[config.mk]
export PLATFORM = sky130hd
export DESIGN_NAME = serial_adder_ctrl
export DESIGN_NICKNAME = d
export VERILOG_FILES = /design/src/rtl/serial_arith_pkg.sv /design/src/rtl/full_adder_s.sv /design/src/rtl/serial_adder_ctrl.sv
export SDC_FILE = /design/constraint.sdc
export NUM_CORES = 1
export LEC_CHECK = 0
export ABC_AREA = 1
export CAP_MARGIN = 10
export CORE_ASPECT_RATIO = 0.9
export CORE_MARGIN = 2
export CORE_UTILIZATION = 45
export DETAILED_ROUTE_END_ITERATION = 12
export PLACE_DENSITY_LB_ADDON = 0.1
export SETUP_SLACK_MARGIN = 0.02
export SYNTH_ARGS = -nofsm -noshare
export SYNTH_HDL_FRONTEND = slang
export SYNTH_SLANG_ARGS = --single-unit
[constraint.sdc]
create_clock -name clk -period 1.9 [get_ports clk]
set_clock_uncertainty 0.05 [all_clocks]
set_input_delay 0.57 -clock clk [delete_from_list [all_inputs] [get_ports clk]]
set_output_delay 0.57 -clock clk [all_outputs]
set_load 0.01 [all_outputs]
[src/rtl/serial_arith_pkg.sv]
// serial_arith_pkg: shared state encoding and default width for the serial arithmetic blocks
package serial_arith_pkg;
  localparam logic [1:0] ST_IDLE = 2'd0;
  localparam logic [1:0] ST_RUN  = 2'd1;
  localparam logic [1:0] ST_DONE = 2'd2;
  localparam int DEF_WIDTH = 8;
endpackage

[src/rtl/full_adder_s.sv]
// full_adder_s: single-bit full adder
module full_adder_s (
  input  logic a,
  input  logic b,
  input  logic cin,
  output logic sum,
  output logic cout
);
  assign sum  = a ^ b ^ cin;
  assign cout = (a & b) | (cin & (a ^ b));
endmodule

[src/rtl/serial_adder_ctrl.sv]
// serial_adder_ctrl: bit-serial WIDTH-bit adder time-sharing one full adder
module serial_adder_ctrl
  import serial_arith_pkg::*;
#(
  parameter int WIDTH = DEF_WIDTH,
  localparam int CNT_W = $clog2(WIDTH) + 1
) (
  input  logic             clk,
  input  logic             rst,
  input  logic             start,
  input  logic [WIDTH-1:0] a,
  input  logic [WIDTH-1:0] b,
  input  logic             cin,
  output logic             busy,
  output logic             done,
  output logic [WIDTH-1:0] sum,
  output logic             cout
);
  logic [1:0]       state;
  logic [WIDTH-1:0] sha, shb, res, res_nx;
  logic             carry, fa_s, fa_c, last;
  logic [CNT_W-1:0] cnt;
  full_adder_s u_fa (.a(sha[0]), .b(shb[0]), .cin(carry), .sum(fa_s), .cout(fa_c));
  // result fills from the top so bit 0 lands in res[0] after WIDTH shifts
  assign res_nx = (res >> 1) | (WIDTH'(fa_s) << (WIDTH - 1));
  assign last   = cnt == CNT_W'(WIDTH - 1);
  assign busy   = (state == ST_RUN) || (state == ST_DONE);
  assign done   = state == ST_DONE;
  always_ff @(posedge clk) begin
    if (rst) begin
      state <= ST_IDLE;
      sha   <= '0;
      shb   <= '0;
      res   <= '0;
      carry <= 1'b0;
      cnt   <= '0;
      sum   <= '0;
      cout  <= 1'b0;
    end else if (state == ST_IDLE) begin
      if (start) begin
        sha   <= a;
        shb   <= b;
        carry <= cin;
        cnt   <= '0;
        res   <= '0;
        state <= ST_RUN;
      end
    end else if (state == ST_RUN) begin
      sha   <= sha >> 1;
      shb   <= shb >> 1;
      carry <= fa_c;
      res   <= res_nx;
      cnt   <= cnt + CNT_W'(1);
      if (last) begin
        state <= ST_DONE;
        sum   <= res_nx;
        cout  <= fa_c;
      end
    end else begin
      state <= ST_IDLE;
    end
  end
endmodule

==> run summary <==
Run status: completed
Average routed wire per standard cell: 10.3 um
Core footprint: 3680 um^2
Most common library cell in the layout ignoring fill and taps: nand2_1
Hold crit path type: register to register
Worst-path fanout max: 3
PwrDens: 847 nW/um^2
Static Leak: 0.913 nW
WS Path Type: register to primary output
Element type at the critical path start: register
Initial antenna violation count: 0
XOR/XNOR share of the synthesized area: 0
Final setup TNS: 0 ns
Area after DPL: 2060 um^2
Site Rows: 21
F_max: 0.547 GHz
CP Capture Type: primary output
GRT overflow: 0
Post-Synthesis Cell Area: 1720 um^2
Die H: 62.6 um
Clock Path Buffers: 2
Die W: 69.2 um
Drt via density: 4.62
FFs w/ async S/R, synth: 0
FF-to-FF setup slack: 0.29 ns
Global routing met2 resource utilization: 0.249
Largest family of logic cells by synthesized area: simple AND/OR/NAND/NOR gates
Global-route wire length before repair: 5.89 mm
Slew @ Worst Pin: 0.307 ns
Gr usage total: 0.172
Number of max-cap violations: 0
Max VDD drop: 0.000459 V
Setup bufs post-CTS: 0
Starting Density: 0.467
Final net count: 296
Finished Cell Area: 2150 um^2
DRT Pass-1 Iters: 4
Clock latency on the worst-skew pair: 0.30 ns
Placer Congestion: 0.728
Final Hold Fails: 0
Clk pin slew, worst setup/hold paths: 0.08 ns
Htree depth: 2
Syn Nets: 263
Num CTS Buffers: 5
# port buffers: 30
Global Route met1 Usage: 0.230
Simple-gate portion of the synthesized area: 0.310
Met3 Use GR: 0.0387
Part of the Yosys area used for sequential elements: 0.454
RSZ-0062 raised after global routing: no
Adder-Cell Fraction of Synth Area: 0.0408
Synthesized flop and latch total: 39
Mux contribution to synthesized area: 0
Mapped Avg Cell Area: 7.22 um^2
Share of cells above drive strength 1: 0.107
Via Count: 1469
Distinct cells, synth: 21
Number of flops mapped to enable cells by yosys: 0
Clock Sinks: 39
Clk root buf: clkbuf_8
Fin crit share: 0.962
Drt drc: 0
HPWL after DPL: 2.20 mm
Compound-Gate Fraction of Synth Area: 0.127
Rel. slew slack: 0.795
DIE AREA: 4330 um^2
Top Usage Layer GRT: met2
CTS tree: built
Yosys warning count: 0
I/O Pins: 31
Required time of the critical path: 1.28 ns
Most frequent cells in the layout: nand2_1, nor2_1, dfxtp_1
Max Slew Vio Count: 0
Post-Synthesis Cells: 238
Iter 0 DRT Violations: 81
Final WL: 3.29 mm
Minimum clock period: 1.83 ns
Final setup viols: 0
Arrival time at the worst endpoint: 1.21 ns
DRT antenna net count: 0
Largest net degree at the start of global routing: 29
Vias in the first global route: 1330
Synth Flop Type: dfxtp_1
N_diodes: 0
Area growth, synth to finish: 25.0%
critical path, stage by stage (launching register included):
cell and delay, ns:
dfxtp_2 0.34, inv_1 0.06, ha_1 0.28, clkdlybuf4s15_1 0.23
path summary, 6_finish.rpt:
path                                            start               endpoint  cells after the start
worst max-delay path            state[0]$_SDFFE_PP0P_                   busy                      3
worst min-delay path              res[1]$_SDFFE_PP0P_    res[1]$_SDFFE_PP0P_                      2
worst max register to register  state[0]$_SDFFE_PP0P_  state[0]$_SDFFE_PP0P_                      8
worst min register to register    res[1]$_SDFFE_PP0P_    res[1]$_SDFFE_PP0P_                      2
sequential cells by signal, indices dropped and copies added (netlist names):
register  cells
state         2
res           7
shb           8
cout          1
sum           8
sha           8
cnt           4
carry         1
cells by family (layout without fill, tap and decap cells):
logic type / after synthesis / in the layout
and+or+nand+nor: 134 / 134
AOI/OAI and AO/OA: 40 / 40
DFF: 39 / 39
buffers and inverters: 20 / 54
adders and majority gates: 5 / 5
metal layers:
layer / wire length [um] / vias up
met5: 0 / -
met4: 93 / 0
met3: 123 / 8
met2: 1410 / 23
met1: 1660 / 631
li1: - / 807
area by class of cell:
class                           count  area (um^2)
Fill cell                         362         1530
Multi-Input combinational cell    179          822
Sequential cell                    39          782
Timing Repair Buffer               36          357
Clock buffer                        5         68.8
Tap cell                           46         57.6
Inverter                           10         42.5
Clock inverter                      3         20.0
power by group:
group / switching, mW / internal, mW
sequential: 0.0299 / 0.874
clock: 0.303 / 0.255
combinational: 0.208 / 0.150
total: 0.542 / 1.28
synth_stat cells, types with 2 or more instances:
cell type	number	area (um^2)
clkbuf_1	3	11.3
dfxtp_1	39	781
a21oi_2	5	43.8
o21ai_0	17	85.1
a21oi_1	10	50.1
nor2_1	51	191
ha_1	4	50.1
buf_2	2	10.0
inv_2	2	7.51
buf_6	4	45.0
inv_1	6	22.5
nand3_1	4	20.0
nand2_4	2	22.5
o21ai_1	8	40.0
inv_4	2	12.5
nand2_1	74	278
metrics by stage:
step           utilization  instances  power (mW)  setup slack (ns)  hold WS (ns)
6_report             0.584        318        1.82            0.0719         0.412
3_5_place_dp         0.560        310        1.29            0.0748         0.404
4_1_cts              0.584        318        1.85            0.0485         0.416
5_1_grt              0.584        318        1.93            0.0232         0.448
2_1_floorplan            -        238        1.19             0.521         0.383
3_3_place_gp         0.560        310        1.29            0.0835         0.399
repair_timing:
item	CTS	global route
setup endpoints to repair	2	0
hold buffers	0	0
gates resized for setup	4	0
Power figures use the tool's default switching activity.
==> edit 1 (same flow settings) <==
Reset style: asynchronous (`rst`), changed in one clocked block.
--- a/src/rtl/serial_adder_ctrl.sv
+++ b/src/rtl/serial_adder_ctrl.sv
@@ -27,5 +27,5 @@
   assign busy   = (state == ST_RUN) || (state == ST_DONE);
   assign done   = state == ST_DONE;
-  always_ff @(posedge clk) begin
+  always_ff @(posedge clk or posedge rst) begin
     if (rst) begin
       state <= ST_IDLE;
Function: differs if rst is asserted again (counterexample within 4 cycles, from zero or initial values and one cycle with rst high); with rst held inactive, the same outputs for 10 cycles.
==> edit 1 against the unedited design <==
Synthesized cell count is 16% lower; setup slack better by 35 ps; maximum frequency is 1.9% higher; first-iteration DRC count is 22% higher; area after synthesis is 6.4% higher; via count is 7.7% lower; design area is 8.1% higher; hold slack better by 20 ps; critical path type unchanged; sequential cell count stayed put; utilization is 2.6 points higher; wire length is 5.6% higher; highest routed layer unchanged.
Power is not compared: it rests on default switching activity, and its combinational part moved more than twofold at a synthesized area within 25%.
==> edit 1: results (changes against the unedited design) <==
Parameter                              Value

Logic synthesis
  Sequential cell area fraction in the yosys report ... 53.35% (was 45.41%)
  Top cells by instance count after synthesis ... sky130_fd_sc_hd__nand2_1, sky130_fd_sc_hd__dfrtp_1, sky130_fd_sc_hd__inv_1 (was sky130_fd_sc_hd__nand2_1, sky130_fd_sc_hd__nor2_1, sky130_fd_sc_hd__dfxtp_1)
  Largest cells by area after synthesis ... sky130_fd_sc_hd__dfrtp_1, sky130_fd_sc_hd__nand2_1, sky130_fd_sc_hd__inv_1 (was sky130_fd_sc_hd__dfxtp_1, sky130_fd_sc_hd__nand2_1, sky130_fd_sc_hd__nor2_1)
  Adder-Cell Fraction of Synth Area ... 3.830% (was 4.076%)
  Post-synth net total ... 225 (was 263)
  Average size of a mapped cell ... 9.146 µm² (was 7.223 µm²)
  Fraction of the mapped netlist area in compound gates ... 16.42% (was 12.74%)
  Count of different cell masters after synthesis ... 23 (was 21)

Worst setup path
  Cell at the slowest stage of the critical path ... sky130_fd_sc_hd__clkdlybuf4s50_1 (was sky130_fd_sc_hd__dfxtp_2)
  Logic depth of the worst register-to-register path ... 7 (was 8)
  Critical Path Fanout Max ... 2 (was 3)
  Biggest cell delay along the critical path ... 540 ps (was 340 ps)

Run status
  Outcome ... finished clean (unchanged)

Routing
  Avg Vias per Cell ... 4.758 (was 4.619)
  Total via count in the routed design ... 1356 (was 1469)
  Routed met1 length ... 1.699 mm (was 1.662 mm)
  Iter 0 DRT Violations ... 99 (was 81)
  Post-Route WL ... 3.468 mm (was 3.285 mm)
  Detailed route wirelength on metal3 ... 124 µm (was 123 µm)

Finish
  Share of cells above drive strength 1 ... 15.06% (was 10.66%)

Placement
  HPWL after detailed placement ... 2.403 mm (was 2.195 mm)
  Number of instances in the placed design ... 274 (was 310)
  Final weighted congestion of routability-driven global placement ... 0.7044 (was 0.7278)
  Placed cell area ... 2197 µm² (was 2061 µm²)

Clock network
  Number of buffers added for setup after CTS ... 2 (was 0)

Global route
  GRT Util Overall ... 17.47% (was 17.17%)
  Met3 capacity usage during global routing ... 4.510% (was 3.871%)
  Maximum number of pins on one net before global-route repair ... 40 (was 29)
[edit 1: changes by cell type in the layout (fill, tap and decap cells not counted), sizes merged, moves of 7 or more]
cell and delta:
a21oi -12, dfrtp +39, dfxtp -39, inv +22, nand2 -21, nor2 -48
o21ai +12, o22ai +7
[edit 1: tightest hold or removal path, stage by stage (launching register included)]
cell and delay (ps):
sky130_fd_sc_hd__dfrtp_1 340, sky130_fd_sc_hd__nand2_1 60, sky130_fd_sc_hd__o21ai_2 50
[edit 1: worst paths after layout]
kind	endpoint	start	slack [ps]
min reg2reg	sum[7]	sum[7]	430
max in group asynchronous	sha[2]	rst	1040
min	sum[7]	sum[7]	430
min in group asynchronous	state[1]	rst	570
max	sum[0]	sum[0]	110
max reg2reg	res[4]	state[0]	200
[edit 1: layout make-up]
type,instances,area [µm²]
fill,341,1485
sequential,39,975.9
multi-input combinational,121,663.1
timing repair buffer,39,385.4
inverter,32,130.1
clock buffer,5,68.82
tap,46,57.56
clock inverter,3,43.79
==> edit 2 (config.mk and constraints unchanged) <==
Made on the original files. `DEF_WIDTH`: 8 -> 16.
--- a/src/rtl/serial_arith_pkg.sv
+++ b/src/rtl/serial_arith_pkg.sv
@@ -4,5 +4,5 @@
   localparam logic [1:0] ST_RUN  = 2'd1;
   localparam logic [1:0] ST_DONE = 2'd2;
-  localparam int DEF_WIDTH = 8;
+  localparam int DEF_WIDTH = 16;
 endpackage
 
Ports: changed (resized a, b and sum); port bits go from 31 to 55. The function was not compared with the original's and may differ.
==> edit 2 against the unedited design <==
Synthesized cell count rose by 97%; wire length rose by 110%; design area rose by 87%; total power rose by 120%; setup slack got worse by 12 ps; critical path depth did not move; sequential cell count rose by 33; maximum frequency fell by 0.64%; count of clock-buffer cells in the layout rose by 5; area after synthesis rose by 88%; via count rose by 99%; hold slack improved by 18 ps.
==> edit 2: results (changes against the unedited design) <==
Parameter                              Value

Run status
  Outcome ... finished clean (unchanged)

Finish
  Count of nets after finishing ... 559 (was 296)
  Non-filler cells, final ... 615 (was 318)

Clock network
  TritonCTS Buffers ... 9 (was 5)
  H-Tree Depth ... 3 (was 2)
  Number of gates resized after cts ... 7 (was 4)
  Insertion delay to the later sink of the worst-skew pair ... 350 ps (was 300 ps)

Logic synthesis
  Adder-Cell Fraction of Synth Area ... 2.558% (was 4.076%)
  Gate count after technology mapping ... 470 (was 238)
  Post-synth net total ... 512 (was 263)
  Fraction of the mapped netlist area in compound gates ... 11.94% (was 12.74%)
  Largest cells by area after synthesis ... sky130_fd_sc_hd__dfxtp_1, sky130_fd_sc_hd__nand2_1, sky130_fd_sc_hd__nor2_1 (unchanged)
  Sequential cell area fraction in the yosys report ... 44.65% (was 45.41%)

Worst setup path
  Biggest cell delay along the critical path ... 360 ps (was 340 ps)
  Logic depth of the worst register-to-register path ... 7 (was 8)

Routing
  Wirelength per Cell ... 11.13 µm (was 10.33 µm)
  Avg Vias per Cell ... 4.746 (was 4.619)
  Iter 0 DRT Violations ... 82 (was 81)
  Detailed route wirelength on metal3 ... 261 µm (was 123 µm)

Global route
  Met1 demand-to-capacity share in global routing ... 22.10% (was 22.95%)
  Vias in the first global route ... 2831 (was 1330)
  Maximum number of pins on one net before global-route repair ... 49 (was 29)
  First-pass GRT wire length ... 12.08 mm (was 5.892 mm)

Placement
  Worst slack after detailed placement ... -53.84 ps (was 74.78 ps)
  Placed cell area ... 3802 µm² (was 2061 µm²)
  Number of instances in the placed design ... 599 (was 310)

Power
  Portion of total power attributed to sequential cells ... 44.6% (was 49.7%)
  Overall Power ... 3.934 mW (was 1.821 mW)
  Comb group ... 0.970 mW (was 0.358 mW)
  Highest ir drop seen on vdd ... 0.0005809 V (was 0.0004593 V)

STA
  Remaining max-slew budget at the tightest pin ... 75.56% (was 79.47%)
  Setup slack after layout ... 60.14 ps (was 71.91 ps)
[edit 2: cell count changes after synthesis, sizes merged]
| cell | change |
|---|---|
| ha | +1 |
| nand3 | +16 |
| o21ai | +28 |
| inv | +31 |
| nand2 | +58 |
| buf | +16 |
| a21oi | +9 |
| nor2 | +38 |
| clkbuf | +2 |
| dfxtp | +33 |
[edit 2: area by class of cell]
class	count	area [µm²]
Multi-Input combinational cell	329	1460
Clock inverter	6	68.82
Tap cell	93	116.4
Inverter	41	158.9
Clock buffer	10	127.6
Timing Repair Buffer	64	638.1
Sequential cell	72	1443
Fill cell	675	2990
[edit 2: worst paths after layout]
| path | slack (ps) | startpoint | end |
|---|---|---|---|
| setup / recovery | 60 | state[0] | done |
| hold / removal | 430 | res[7] | res[6] |
| setup reg to reg | 190 | cnt[0] | sum[15] |
| hold reg to reg | 430 | res[7] | res[6] |
[edit 2: worst max-delay path: cells and delay by family, from the launching register on]
family / cells / cell delay (ps)
fa+ha+maj: 1 / 180
buf+inv: 2 / 330
flops: 1 / 360
